File: config.mk
export PLATFORM = sky130hd
export DESIGN_NAME = spi_txn_arbiter
export DESIGN_NICKNAME = d
export VERILOG_FILES = /design/src/rtl/spi_txn_arbiter.sv
export SDC_FILE = /design/constraint.sdc
export NUM_CORES = 1
export LEC_CHECK = 0
export CORE_MARGIN = 2
export CORE_UTILIZATION = 30
export DETAILED_ROUTE_END_ITERATION = 8
export GPL_ROUTABILITY_DRIVEN = 1
export PLACE_DENSITY = 0.67
export SETUP_SLACK_MARGIN = 0.5
export SYNTH_ARGS = -nofsm -noshare
export SYNTH_HDL_FRONTEND = slang
export SYNTH_SLANG_ARGS = --single-unit
File: constraint.sdc
create_clock -name clk_i -period 2.7 [get_ports clk_i]
set_input_delay 0.675 -clock clk_i [delete_from_list [all_inputs] [get_ports clk_i]]
set_output_delay 0.675 -clock clk_i [all_outputs]
set_load 0.02 [all_outputs]
File: src/rtl/spi_txn_arbiter.sv
// Two-requester round-robin transaction scheduler in front of a single SPI engine.
// Latency: accept pulse 2 clk after valid from IDLE; response 1 clk after the engine event.
// Backpressure: requests wait until accepted; engine waits are bounded by a watchdog.
//
// Ports:
//   clk_i, rst_n                      clock, asynchronous active-low reset
//   reqN_valid_i/rd_i/data_i          requester N posts a read (rd=1) or write word
//   reqN_ready_o                      one-cycle accept pulse
//   rsp_valid_o/id_o/data_o/err_o     one-cycle response; data is 0 for writes and on error
//   spi_sdo_* / spi_sdi_*             handshakes with the attached spi_module
//   busy_o                            high whenever the scheduler is not idle
module spi_txn_arbiter #(
  parameter int DATA_WIDTH     = 32,
  parameter int GAP_CYCLES     = 4,
  parameter int TIMEOUT_CYCLES = 256
) (
  input  logic                  clk_i,
  input  logic                  rst_n,
  input  logic                  req0_valid_i,
  input  logic                  req0_rd_i,
  input  logic [DATA_WIDTH-1:0] req0_data_i,
  output logic                  req0_ready_o,
  input  logic                  req1_valid_i,
  input  logic                  req1_rd_i,
  input  logic [DATA_WIDTH-1:0] req1_data_i,
  output logic                  req1_ready_o,
  output logic                  rsp_valid_o,
  output logic                  rsp_id_o,
  output logic [DATA_WIDTH-1:0] rsp_data_o,
  output logic                  rsp_err_o,
  output logic [DATA_WIDTH-1:0] spi_sdo_data_o,
  output logic                  spi_sdo_valid_o,
  input  logic                  spi_sdo_ready_i,
  output logic                  spi_sdi_ready_o,
  input  logic                  spi_sdi_valid_i,
  input  logic [DATA_WIDTH-1:0] spi_sdi_data_i,
  output logic                  busy_o
);

  localparam int TW = $clog2(TIMEOUT_CYCLES + 1);
  localparam int GW = $clog2(GAP_CYCLES + 1);
  localparam logic [TW-1:0] T_LAST = TW'(TIMEOUT_CYCLES - 1);
  localparam logic [GW-1:0] G_LAST = GW'(GAP_CYCLES - 1);

  typedef enum logic [3:0] {
    IDLE, ARB, W_REQ, W_START, W_END, R_REQ, R_WAIT, RESP, GAP
  } state_t;

  state_t          state;
  logic            ptr;      // requester that wins the next tie
  logic            cur_id;
  logic [TW-1:0]   tcnt;
  logic [GW-1:0]   gcnt;

  logic                  grant_vld;
  logic                  grant_id;
  logic                  grant_rd;
  logic [DATA_WIDTH-1:0] grant_data;

  // Pointer's requester wins if it is asking, otherwise the other one.
  always_comb begin
    grant_vld  = req0_valid_i | req1_valid_i;
    grant_id   = ptr ? req1_valid_i : ~req0_valid_i;
    grant_rd   = grant_id ? req1_rd_i   : req0_rd_i;
    grant_data = grant_id ? req1_data_i : req0_data_i;
  end

  // Each strobe is registered on entry to the state it belongs to, so
  // sdo_valid is visible during W_REQ, sdi_ready during R_REQ and
  // rsp_valid during RESP. The watchdog counter keeps running from
  // W_START into W_END so one budget covers the whole write.
  always_ff @(posedge clk_i or negedge rst_n) begin
    if (!rst_n) begin
      state           <= IDLE;
      ptr             <= 1'b0;
      cur_id          <= 1'b0;
      tcnt            <= '0;
      gcnt            <= '0;
      req0_ready_o    <= 1'b0;
      req1_ready_o    <= 1'b0;
      rsp_valid_o     <= 1'b0;
      rsp_id_o        <= 1'b0;
      rsp_data_o      <= '0;
      rsp_err_o       <= 1'b0;
      spi_sdo_data_o  <= '0;
      spi_sdo_valid_o <= 1'b0;
      spi_sdi_ready_o <= 1'b0;
      busy_o          <= 1'b0;
    end else begin
      req0_ready_o    <= 1'b0;
      req1_ready_o    <= 1'b0;
      rsp_valid_o     <= 1'b0;
      spi_sdo_valid_o <= 1'b0;
      spi_sdi_ready_o <= 1'b0;
      case (state)
        IDLE: begin
          if (grant_vld) begin
            state  <= ARB;
            busy_o <= 1'b1;
          end
        end
        ARB: begin
          if (grant_vld) begin
            cur_id       <= grant_id;
            ptr          <= ~grant_id;
            req0_ready_o <= ~grant_id;
            req1_ready_o <= grant_id;
            if (grant_rd) begin
              spi_sdi_ready_o <= 1'b1;
              state           <= R_REQ;
            end else begin
              spi_sdo_data_o  <= grant_data;
              spi_sdo_valid_o <= 1'b1;
              state           <= W_REQ;
            end
          end else begin
            // Request withdrawn before the grant: nothing to serve.
            state  <= IDLE;
            busy_o <= 1'b0;
          end
        end
        W_REQ: begin
          tcnt  <= '0;
          state <= W_START;
        end
        W_START: begin
          if (spi_sdo_ready_i) begin
            tcnt  <= tcnt + TW'(1);
            state <= W_END;
          end else if (tcnt == T_LAST) begin
            rsp_valid_o <= 1'b1;
            rsp_id_o    <= cur_id;
            rsp_data_o  <= '0;
            rsp_err_o   <= 1'b1;
            state       <= RESP;
          end else begin
            tcnt <= tcnt + TW'(1);
          end
        end
        W_END: begin
          // Event is tested before the watchdog so it wins on the last cycle.
          if (!spi_sdo_ready_i || tcnt == T_LAST) begin
            rsp_valid_o <= 1'b1;
            rsp_id_o    <= cur_id;
            rsp_data_o  <= '0;
            rsp_err_o   <= spi_sdo_ready_i;
            state       <= RESP;
          end else begin
            tcnt <= tcnt + TW'(1);
          end
        end
        R_REQ: begin
          tcnt  <= '0;
          state <= R_WAIT;
        end
        R_WAIT: begin
          if (spi_sdi_valid_i || tcnt == T_LAST) begin
            rsp_valid_o <= 1'b1;
            rsp_id_o    <= cur_id;
            rsp_data_o  <= spi_sdi_valid_i ? spi_sdi_data_i : '0;
            rsp_err_o   <= ~spi_sdi_valid_i;
            state       <= RESP;
          end else begin
            tcnt <= tcnt + TW'(1);
          end
        end
        RESP: begin
          gcnt  <= '0;
          state <= GAP;
        end
        GAP: begin
          if (gcnt == G_LAST) begin
            state  <= IDLE;
            busy_o <= 1'b0;
          end else begin
            gcnt <= gcnt + GW'(1);
          end
        end
        default: begin
          state  <= IDLE;
          busy_o <= 1'b0;
        end
      endcase
    end
  end

endmodule
# After elaboration in Yosys (flattened, before gate mapping)
# Index checks and enable logic that the tools add are counted.
[totals]
elab_cells = 115
regBits = 90
inputBits = 104
output_inout_bits = 72
[op_classes]
addsub = 2
n_reduce_logical = 16
muxes = 54
n_eq_ne = 22
n_bitwise = 6
[op_table]
columns = ["cell", "count"]
rows = [
  ["$mux 32", 6],
  ["$pmux 32 s3", 1],
  ["$mux 9", 4],
  ["$pmux 4 s9", 1],
  ["$pmux 9 s4", 1],
  ["$mux 4", 7],
  ["$mux 1", 27],
  ["$ne 2x2->1 const B", 10],
  ["$eq 4x3->1 const B", 4],
  ["$reduce_and 5->1", 2],
  ["$add 9x1->9 const B", 1],
  ["$eq 9x8->1 const B", 1],
  ["$pmux 1 s3", 3],
  ["$eq 4x2->1 const B", 2],
  ["$reduce_and 4->1", 2],
  ["$mux 3", 2],
  ["$ne 3x3->1 const B", 2],
  ["$pmux 3 s2", 1],
  ["$reduce_or 6->1", 1],
  ["$not 1->1", 5],
  ["$eq 4x1->1 const B", 1],
  ["$eq 4x4->1 const B", 1],
  ["$logic_not 4->1", 1],
  ["$pmux 1 s4", 1],
  ["other kinds (11)", 13],
]

# Longest topological paths before layout
# Gate-level depths: netlist of run 1.
[logic_depth]
depth_word = 6
mapped_depth = 11
depth_no_buf = 10

# Worst setup path before layout of run 1
# No wires, ideal clock.
[synth_timing]
path_kind = "flip-flop to flip-flop"
startpoint = "register tcnt[0]"
endpoint = "register tcnt[7]"
synth_period_minus_slack_ns = 2.292
setup_time_ns = 0.079
required_ns = 2.621
n_path_buf = 0
path_slack_ns = 0.408
path_stages_with_launch = 10
t_arrival_ns = 2.213
cell_sequence = "dfrtp_1 ha_1 nand2_1 nor2_1 ha_1 o21bai_1 a32oi_2 nand2_2 or4_1 a21oi_1"
[synth_between]
elab_chain_cells = 4
word_cells_on_any_way = 13
classes_between = "add/sub (1); eq/ne (4); mux (5); reduce/logical (3)"
[synth_rtl]
columns = ["item", "line_no", "rtl"]
rows = [
  ["from (decl)", "52", "logic [TW-1:0] tcnt;"],
  ["from (signal assigned)", "128", "tcnt <= tcnt + TW'(1);"],
  ["from (signal assigned)", "137", "tcnt <= tcnt + TW'(1);"],
  ["from (signal assigned)", "149", "tcnt <= tcnt + TW'(1);"],
  ["$add 9x1->9 / $eq 9x8->1 (equally long branches)", "-", ""],
  ["$mux 9 (tied with other cells)", "130", "end else if (tcnt == T_LAST) begin"],
  ["$mux 9 / $ne 2x2->1 (equally long branches)", "-", ""],
  ["$pmux 9 s4 / $reduce_and 4->1 (equally long branches)", "-", ""],
]
# Parallel ways exist; a longest one is shown, timed or not. The select of a mux whose other input is x is not followed.
# A chain may end at the register's enable or synchronous reset.

# Final worst setup path of run 1
[layout_timing]
startpoint = "register tcnt[4]"
endpoint = "register tcnt[7]"
# The elaborated chain is that of the path after synthesis.

==> flow_summary.ini, run 1 <==
[global_route]
grt_antenna_before_repair = 0
grt_pass1_wl_um = 17690
grt_pass1_vias = 3509
grt_max_degree = 70
grtUsageTotal = 0.1579
grt-ovfl-total = 0

[sta]
tns_ns = 0
max_freq_mhz = 465.7
worstMarginPinSlew_ns = 0.8430
relSlewSlack = 0.4380
hold_viol_final = 0
setup_viol = 0
rsz0062_at_grt = true
fin_ws_ns = 0.5528
period_share = 0.7953
fin_skew_ns = 0.01114
period_minus_slack_ns = 2.147
slew_violations = 0

[worst_setup_path]
endpoint_kind = register
cp_cell_sequence = nand3_2 > nor2_1 > nand2_1 > nor2_1 > ha_2 > o21bai_4 > a32oi_4 > nand2_2 > or4_4 > a21oi_2
reg2reg_slack_ns = 0.55
critical_path_required_ns = 2.96
crit_fanout = 3
worstPathArrival_ns = 2.40
crit_buf_inv = 0
critPathTopFamily = simple AND/OR/NAND/NOR gates
slowest_delay_ns = 0.49
critPathKind = register to register
start_kind = register
crit_top_cell = nor2_1
slowest_stage = or4_4

[yosys]
synth.distinct_cells = 46
synth_edf_count = 0
ys.flop_type = dfrtp_1
synth_area_per_cell_um2 = 11.52
synth_nets = 457
synthCells = 349
ys_seq_area_frac = 0.5602
ys_ff_latch = 90
ys_async_sr_fraction = 1.000
yosys_warnings = 0
syn-cell-area_mm2 = 0.004020

[power_and_ir_drop]
p_int_mw = 4.386
powerDensity_mw_per_mm2 = 1093
p_clk_frac = 0.176
p_switching_mw = 2.681
vdd_drop_max_uv = 399.6
switching_share = 0.3794
finalPower_mw = 7.066
power.leakage_nw = 2.785
sequentialPowerShare = 0.328
pwr-share-comb = 0.497

[clocking]
clk-insertion-delay-late_ns = 0.34
cts_tree = done
h-tree-depth = 3
clk_path_buf_depth = 2
clock_sinks = 90
path_clk_slew_ns = 0.06
numCtsBuffers = 9
clock-root-buffer = clkbuf_16
cts_hold_buf = 0

[layout]
area_delta_synth_final_pct = 60.75
num_antenna_cells = 0
final_common_cell = clkdlybuf4s50_1
finalNetCount = 642
final_area_mm2 = 0.006462
layout-drive-gt1-share = 0.1410
layout.cells.most_common_list = clkdlybuf4s50_1 (172), dfrtp_1 (88), nor2_1 (46)

[outcome]
outcome = completed

[placement]
gp_congestion = 0.8308
port_buffers = 175
place_ws_ns = -0.04628
placed_area_mm2 = 0.006017
place_hpwl_um = 7835

[detailed_routing]
drc = 0
routed_wl_um = 11270
via_per_inst = 4.821
firstDrtPassIters = 4
ant_nets = 0
drt_iter0_drc = 164
dr_total_vias = 3447
detail_route.wl_per_cell_um = 15.76

[die]
rows = 42
core-area_mm2 = 0.01319
num_io_pins = 176
die_w_um = 119.8
start_util = 0.3048
die_y_um = 119.8
die_area_mm2 = 0.01434

[min_path]
hold_class = input pin to asynchronous set/reset pin

[flow_run]
maxCapViolations = 0
worst paths after layout:
path	to	start	cells after the start
hold reg to reg	cur_id	cur_id	1
max in group asynchronous	rsp_data_o[30]	rst_n	2
hold / removal	ptr	rst_n	1
setup / recovery	tcnt[7]	tcnt[4]	10
setup reg to reg	tcnt[7]	tcnt[4]	10
min in group clk_i	cur_id	cur_id	1
cells by family after synthesis:
kind of cell	Yosys count	share of synthesized area
AO/OA/AOI/OAI	96	0.1808
multiplexers	35	0.08808
AND/OR/NAND/NOR	88	0.1049
buffers and inverters	30	0.04046
flip-flops	90	0.5602
adder cells (fa/ha/maj)	4	0.01245
XOR/XNOR	6	0.01307
layout make-up:
| type | count | area, um2 |
|---|---|---|
| inverter | 7 | 26.28 |
| fill | 1220 | 6728 |
| sequential | 90 | 2255 |
| multi-input combinational | 229 | 1677 |
| timing repair buffer | 197 | 1991 |
| clock inverter | 6 | 65.06 |
| tap | 176 | 220.2 |
| clock buffer | 10 | 229.0 |
synthesized netlist by cell type, types with 4 or more instances:
master | instances | area, um2
buf_2 | 6 | 30.03
dfrtp_1 | 90 | 2252
nor2_1 | 47 | 176.4
ha_1 | 4 | 50.05
a21oi_2 | 17 | 148.9
a22o_1 | 33 | 289.0
inv_1 | 7 | 26.28
nand2_1 | 9 | 33.78
mux2i_1 | 32 | 320.3
o21ai_0 | 4 | 20.02
a21oi_1 | 25 | 125.1
nand2b_1 | 5 | 31.28
or4_1 | 4 | 30.03
nand3_1 | 5 | 25.02
buf_6 | 4 | 45.04
clkbuf_1 | 8 | 30.03
xor2_1 | 5 | 43.79
power by group through the flow:
stage,Combinational (mW),Sequential [mW],Clock (mW)
finish,3.51,2.32,1.24
global route,3.77,2.39,1.35
CTS,3.53,2.30,1.28
detailed placement,3.40,2.32,0
global placement,3.35,2.31,0
floorplan,1.41,2.77,0
state kept, by name (all words and copies together), names as in the netlist:
| name | count |
|---|---|
| gcnt | 3 |
| req1_ready_o | 1 |
| spi_sdo_data_o | 32 |
| spi_sdo_valid_o | 1 |
| rsp_valid_o | 1 |
| rsp_id_o | 1 |
| tcnt | 9 |
| rsp_err_o | 1 |
| rsp_data_o | 32 |
| ptr | 1 |
| busy_o | 1 |
| spi_sdi_ready_o | 1 |
| state | 4 |
| cur_id | 1 |
| req0_ready_o | 1 |
timing repair:
| action | in CTS | in global routing |
|---|---|---|
| setup endpoints to repair | 68 | 72 |
| pin swaps | 5 | 7 |
| gates resized for setup | 8 | 13 |
| setup buffers | 6 | 0 |
| hold endpoints to repair | 0 | 0 |
| cloned | 2 | 0 |
metal layers:
metal  GRT usage  up-vias  share of wire  wire length, um
met4     0.05441        0          0.012              133
li1            -     1622              -                -
met2      0.2607      145           0.49             5503
met5           0        -              0                0
met1      0.1935     1672           0.42             4750
met3     0.05276        8          0.078              880
through the flow:
step                hold WS, ns  cells    util
finish                   0.2345    715  0.4899
global placement         0.4598    691  0.4562
global route             0.2490    715  0.4899
detailed placement       0.4671    691  0.4562
floorplan                0.3794    349       -
CTS                      0.2373    715  0.4874
Note: power is estimated with default switching activity, not from simulation.
==> run 2, diff against run 1 <==
--- a/config.mk
+++ b/config.mk
@@ -9,7 +9,7 @@
 export CORE_UTILIZATION = 30
 export DETAILED_ROUTE_END_ITERATION = 8
 export GPL_ROUTABILITY_DRIVEN = 1
-export PLACE_DENSITY = 0.67
+export PLACE_DENSITY = 0.7
 export SETUP_SLACK_MARGIN = 0.5
 export SYNTH_ARGS = -nofsm -noshare
 export SYNTH_HDL_FRONTEND = slang
==> constraint.sdc (replaced) <==
create_clock -name clk_i -period 1.7 [get_ports clk_i]
set_input_delay 0.425 -clock clk_i [delete_from_list [all_inputs] [get_ports clk_i]]
set_output_delay 0.425 -clock clk_i [all_outputs]
set_load 0.02 [all_outputs]
==> run 2 against run 1 <==
Against the previous run: the run now ends with setup timing left; final cell count up 17%; clock power is 60% higher; largest cell class is now non-clock buffers; setup slack got worse by 0.86 ns; first-iteration DRC count fell by 22%; critical path type unchanged; count of clock-buffer cells in the layout unchanged; die area stayed put; clock skew about the same; combinational power grew 150%; via count up 14%; wire length grew 15%.
==> flow_summary.ini, run 2 (synthesized netlist as in run 1, its figures left out) <==
[outcome]
outcome = complete, but fails checks
violations = setup timing

[global_route]
grtUsageTotal = 0.1688
grt_antenna_before_repair = 0
grt-ovfl-total = 0
grt_pass1_wl_um = 19140
grt_max_degree = 91
grt_pass1_vias = 3961

[sta]
hold_viol_final = 0
slew_violations = 0
fin_ws_ns = -0.3071
max_freq_mhz = 498.2
worstMarginPinSlew_ns = 0.4933
period_share = 1.181
rsz0062_at_grt = true
relSlewSlack = 0.6667
setup_viol = 78
period_minus_slack_ns = 2.007
fin_skew_ns = 0.01079

[clocking]
clk_path_buf_depth = 2
clock-root-buffer = clkbuf_16
clk-insertion-delay-late_ns = 0.34
h-tree-depth = 3
cts_tree = done
clock_sinks = 90
numCtsBuffers = 9
cts_hold_buf = 0
path_clk_slew_ns = 0.06

[layout]
num_antenna_cells = 0
largestRegisters = rsp_data_o: 32 flops, spi_sdo_data_o: 32 flops, tcnt: 9 flops
final_cells = 833
final.fill_count = 1041
area_delta_synth_final_pct = 100.4
final_common_cell = buf_4
layout.cells.most_common_list = buf_4 (109), clkdlybuf4s50_1 (99), dfrtp_1 (89)
finalNetCount = 760
layout-drive-gt1-share = 0.5221
multi_input_area_mm2 = 0.002110
seqCellArea_mm2 = 0.002253

[die]
die_w_um = 119.8
die_y_um = 119.8
die_area_mm2 = 0.01434
start_util = 0.3048
rows = 42
num_io_pins = 176
core-area_mm2 = 0.01319

[detailed_routing]
firstDrtPassIters = 5
routed_wl_um = 12950
drt_iter0_drc = 128
drc = 0
detail_route.wl_per_cell_um = 15.54
ant_nets = 0
via_per_inst = 4.697
dr_total_vias = 3913

[worst_setup_path]
endpoint_kind = register
regToRegStartpoint = tcnt[1]
critical_path_required_ns = 1.92
critPathKind = register to register
crit_fanout = 3
worstPathArrival_ns = 2.23
cp-startpoint = tcnt[1]
start_kind = register

[power_and_ir_drop]
vdd_drop_max_uv = 854.6
powerDensity_mw_per_mm2 = 1772
finalPower_mw = 14.28
power.leakage_nw = 3.662

[placement]
place_hpwl_um = 8113
gp_congestion = 0.8080
dp.cells = 741
port_buffers = 175

[min_path]
hold_class = input pin to asynchronous set/reset pin

[flow_run]
maxCapViolations = 0
[run 2: timing repair]
action / in CTS / in global routing
setup endpoints to repair: 162 / 162
cloned: 1 / 3
setup buffers: 41 / 31
pin swaps: 11 / 13
gates resized for setup: 481 / 95
[run 2: power by group]
part / total [mW] / internal [mW] / switching, mW
Clock: 1.98 / 1.14 / 0.836
Sequential: 3.70 / 3.03 / 0.675
Combinational: 8.60 / 4.76 / 3.83
[run 2: stage by stage]
step,instance area [um2],utilization,setup slack (ns),hold slack [ns],TNS [ns]
2_1_floorplan,4119,-,-0.3733,0.1294,-17.08
3_3_place_gp,6476,0.4910,-0.6439,0.4583,-37.19
3_5_place_dp,6476,0.4910,-0.7601,0.4673,-41.18
4_1_cts,7390,0.5602,-0.2842,0.1477,-17.71
5_1_grt,8058,0.6109,-0.4064,0.1791,-24.37
6_report,8058,0.6109,-0.3071,0.1283,-17.98
[run 2: final cells by class]
type                    count  share of cell area
multi-input cells         229              0.2618
inverters                   7            0.003261
well taps                 176             0.02733
clock buffers              10             0.02842
clock inverters             6            0.008230
flip-flops and latches     90              0.2797
repair buffers            315              0.3913
[run 2: routing by layer]
metal	vias to the layer above	global-route usage	wire length, um
li1	1860	-	-
met1	1883	0.2096	5311
met2	153	0.2921	6605
met3	17	0.03517	785
met4	0	0.05735	245
met5	-	0	0
[run 2: final timing paths]
kind	cells past startpoint	endpoint	slack [ns]
min	2	rsp_data_o[30]	0.13
min in group clk_i	2	tcnt[8]	0.51
max in group asynchronous	2	tcnt[4]	1.20
max reg2reg	9	rsp_id_o	-0.31
max	9	rsp_id_o	-0.31
min reg2reg	2	tcnt[8]	0.51
[run 2: worst max-delay path, stage by stage, from the launching register on]
cell and delay, ns:
dfrtp_1 0.38, ha_2 0.20, nand2_2 0.06, nor2_2 0.04, ha_2 0.18, o21bai_4 0.17
a32oi_4 0.23, nor2_2 0.09, nor2_4 0.22, mux2_4 0.32
==> run 3, diff against run 2 <==
--- a/config.mk
+++ b/config.mk
@@ -8,8 +8,10 @@
 export CORE_MARGIN = 2
 export CORE_UTILIZATION = 30
 export DETAILED_ROUTE_END_ITERATION = 8
+export DONT_BUFFER_PORTS = 1
 export GPL_ROUTABILITY_DRIVEN = 1
-export PLACE_DENSITY = 0.7
+export MAX_ROUTING_LAYER = met4
+export PLACE_DENSITY = 0.52
 export SETUP_SLACK_MARGIN = 0.5
 export SYNTH_ARGS = -nofsm -noshare
 export SYNTH_HDL_FRONTEND = slang
==> constraint.sdc (replaced) <==
create_clock -name clk_i -period 1.7 [get_ports clk_i]
set_input_delay 0.51 -clock clk_i [delete_from_list [all_inputs] [get_ports clk_i]]
set_output_delay 0.51 -clock clk_i [all_outputs]
set_load 0.02 [all_outputs]
==> run 3 against run 2 <==
Against the previous run: the flow finishes with violations (DRC, hold timing, setup timing); critical path depth increased by 1; count of clock-buffer cells in the layout decreased by 1; sequential share of layout area increased by 11 points; die area unchanged; power decreased by 15%; first-iteration DRC count decreased by 25%; largest power group is now sequential cells.
==> flow_summary.ini, run 3 (synthesized netlist as in run 1, its figures left out) <==
[outcome]
outcome = complete, but fails checks
violations = DRC, hold timing, setup timing

[clocking]
h-tree-depth = 3
cts_tree = done
clock-root-buffer = clkbuf_16
path_clk_slew_ns = 0.07
clock_sinks = 90
numCtsBuffers = 9
clk-insertion-delay-late_ns = 0.34
clk_path_buf_depth = 2

[die]
die_y_um = 119.8
core-area_mm2 = 0.01319
rows = 42
die_w_um = 119.8
start_util = 0.3048
num_io_pins = 176
die_area_mm2 = 0.01434

[detailed_routing]
firstDrtPassIters = 8
drc = 4
dr_total_vias = 2959
routed_wl_um = 10060
detail_route.wl_per_cell_um = 16.96
via_per_inst = 4.990
drt_iter0_drc = 96
ant_nets = 0

[sta]
period_share = 1.210
whs_ns = -0.1352
relSlewSlack = 0.6985
tns_ns = -16.31
worstMarginPinSlew_ns = 0.4522
fin_ws_ns = -0.3577
setup_viol = 78
period_minus_slack_ns = 2.058
hold_viol_final = 90
fin_skew_ns = 0.008337
rsz0062_at_grt = true
max_freq_mhz = 486.0
slew_violations = 0

[placement]
gp_congestion = 0.7990
dp.cells = 553
placed_area_mm2 = 0.004762
place_hpwl_um = 6455
port_buffers = 0

[flow_run]
maxCapViolations = 0

[layout]
num_antenna_cells = 0
layout-drive-gt1-share = 0.6667
layout.cells.most_common_list = dfrtp_2 (71), a21oi_2 (38), buf_4 (37)
largestRegisters = rsp_data_o: 32 flops, spi_sdo_data_o: 32 flops, tcnt: 9 flops
final_cells = 593
final_common_cell = dfrtp_2
final.fill_count = 1191
fin_util = 0.4588
area_delta_synth_final_pct = 50.54
finalNetCount = 521
final_area_mm2 = 0.006052

[worst_setup_path]
cp_cell_sequence = ha_2 > nand2_2 > nor2_2 > ha_2 > o21bai_4 > a32oi_2 > buf_4 > nand2_4 > or4_4 > a21oi_2
worstPathArrival_ns = 2.33
critical_path_required_ns = 1.98
slowest_stage = or4_4
reg2reg_slack_ns = -0.36
endpoint_kind = register
slowest_delay_ns = 0.42
crit_fanout = 2
crit_top_cell = ha_2
critPathKind = register to register
start_kind = register

[global_route]
grtUsageTotal = 0.1436
grt_pass1_vias = 3026
grt_antenna_before_repair = 0
grt-ovfl-total = 0
grt_max_degree = 91
grt_pass1_wl_um = 15490

[power_and_ir_drop]
powerDensity_mw_per_mm2 = 2001
power.leakage_nw = 2.510
vdd_drop_max_uv = 1059

[min_path]
hold_class = input pin to asynchronous set/reset pin
==> run 3: cell count changes in the layout (fill, tap and decap cells not counted), moves of 5 or more <==
cell,change
nor2_2,-12
nor2_4,+11
clkdlybuf4s50_1,-99
dfrtp_2,+70
buf_4,-72
buf_16,+5
buf_6,-70
dfrtp_1,-70
a21oi_2,+5
==> run 3: worst paths after layout <==
check / from / endpoint / cells after the start
max in group asynchronous: rst_n / spi_sdo_data_o[14] / 0
min in group clk_i: spi_sdi_data_i[15] / rsp_data_o[15] / 1
min reg2reg: cur_id / cur_id / 1
max reg2reg: tcnt[0] / tcnt[7] / 10
min: rst_n / rsp_data_o[30] / 0
max: tcnt[0] / tcnt[7] / 10
==> run 3: stage by stage <==
step | power, mW | setup slack (ns)
after global placement | 8.113 | -0.3060
after detailed placement | 8.153 | -0.3674
after global routing | 12.85 | -0.4594
after CTS | 11.70 | -0.3396
after floorplan | 7.052 | -0.3733
final | 12.11 | -0.3577
==> run 3: final cells by class <==
cell class / instances / area (um2) / share of cell area
Sequential cell: 90 / 2341 / 0.3868
Multi-Input combinational cell: 229 / 2170 / 0.3585
Timing Repair Buffer: 76 / 930.9 / 0.1538
Clock buffer: 9 / 225.2 / 0.03721
Tap cell: 176 / 220.2 / 0.03639
Clock inverter: 6 / 138.9 / 0.02295
Inverter: 7 / 26.28 / 0.004342
==> run 3: timing repair <==
action                                  4_1_cts  5_1_grt
setup buffers                                11        8
endpoints found under the setup margin      162      162
resized for setup                           141       53
cloned                                        6        0
hold endpoints to repair                     90       90
pin swaps                                    15       13
==> run 3: where the power goes <==
group	internal (mW)	total, mW	switching [mW]
sequential	3.17	4.88	1.70
combinational	2.69	4.83	2.14
clock	1.59	2.41	0.824
total	7.44	12.1	4.67
==> run 3: metal layers <==
metal	up-vias	wire, um	GRT usage
met4	0	159	0.04632
met2	147	5013	0.2268
met3	15	917	0.05941
met5	-	0	-
li1	1379	-	-
met1	1418	3967	0.1669
==> run 3: critical path: cells and delay by family (launching register included) <==
| family | cells | cell delay, ns |
|---|---|---|
| AND/OR/NAND/NOR | 4 | 0.56 |
| AO/OA/AOI/OAI | 3 | 0.53 |
| flip-flops | 1 | 0.38 |
| adder cells (fa/ha/maj) | 2 | 0.37 |
| buffers and inverters | 1 | 0.16 |
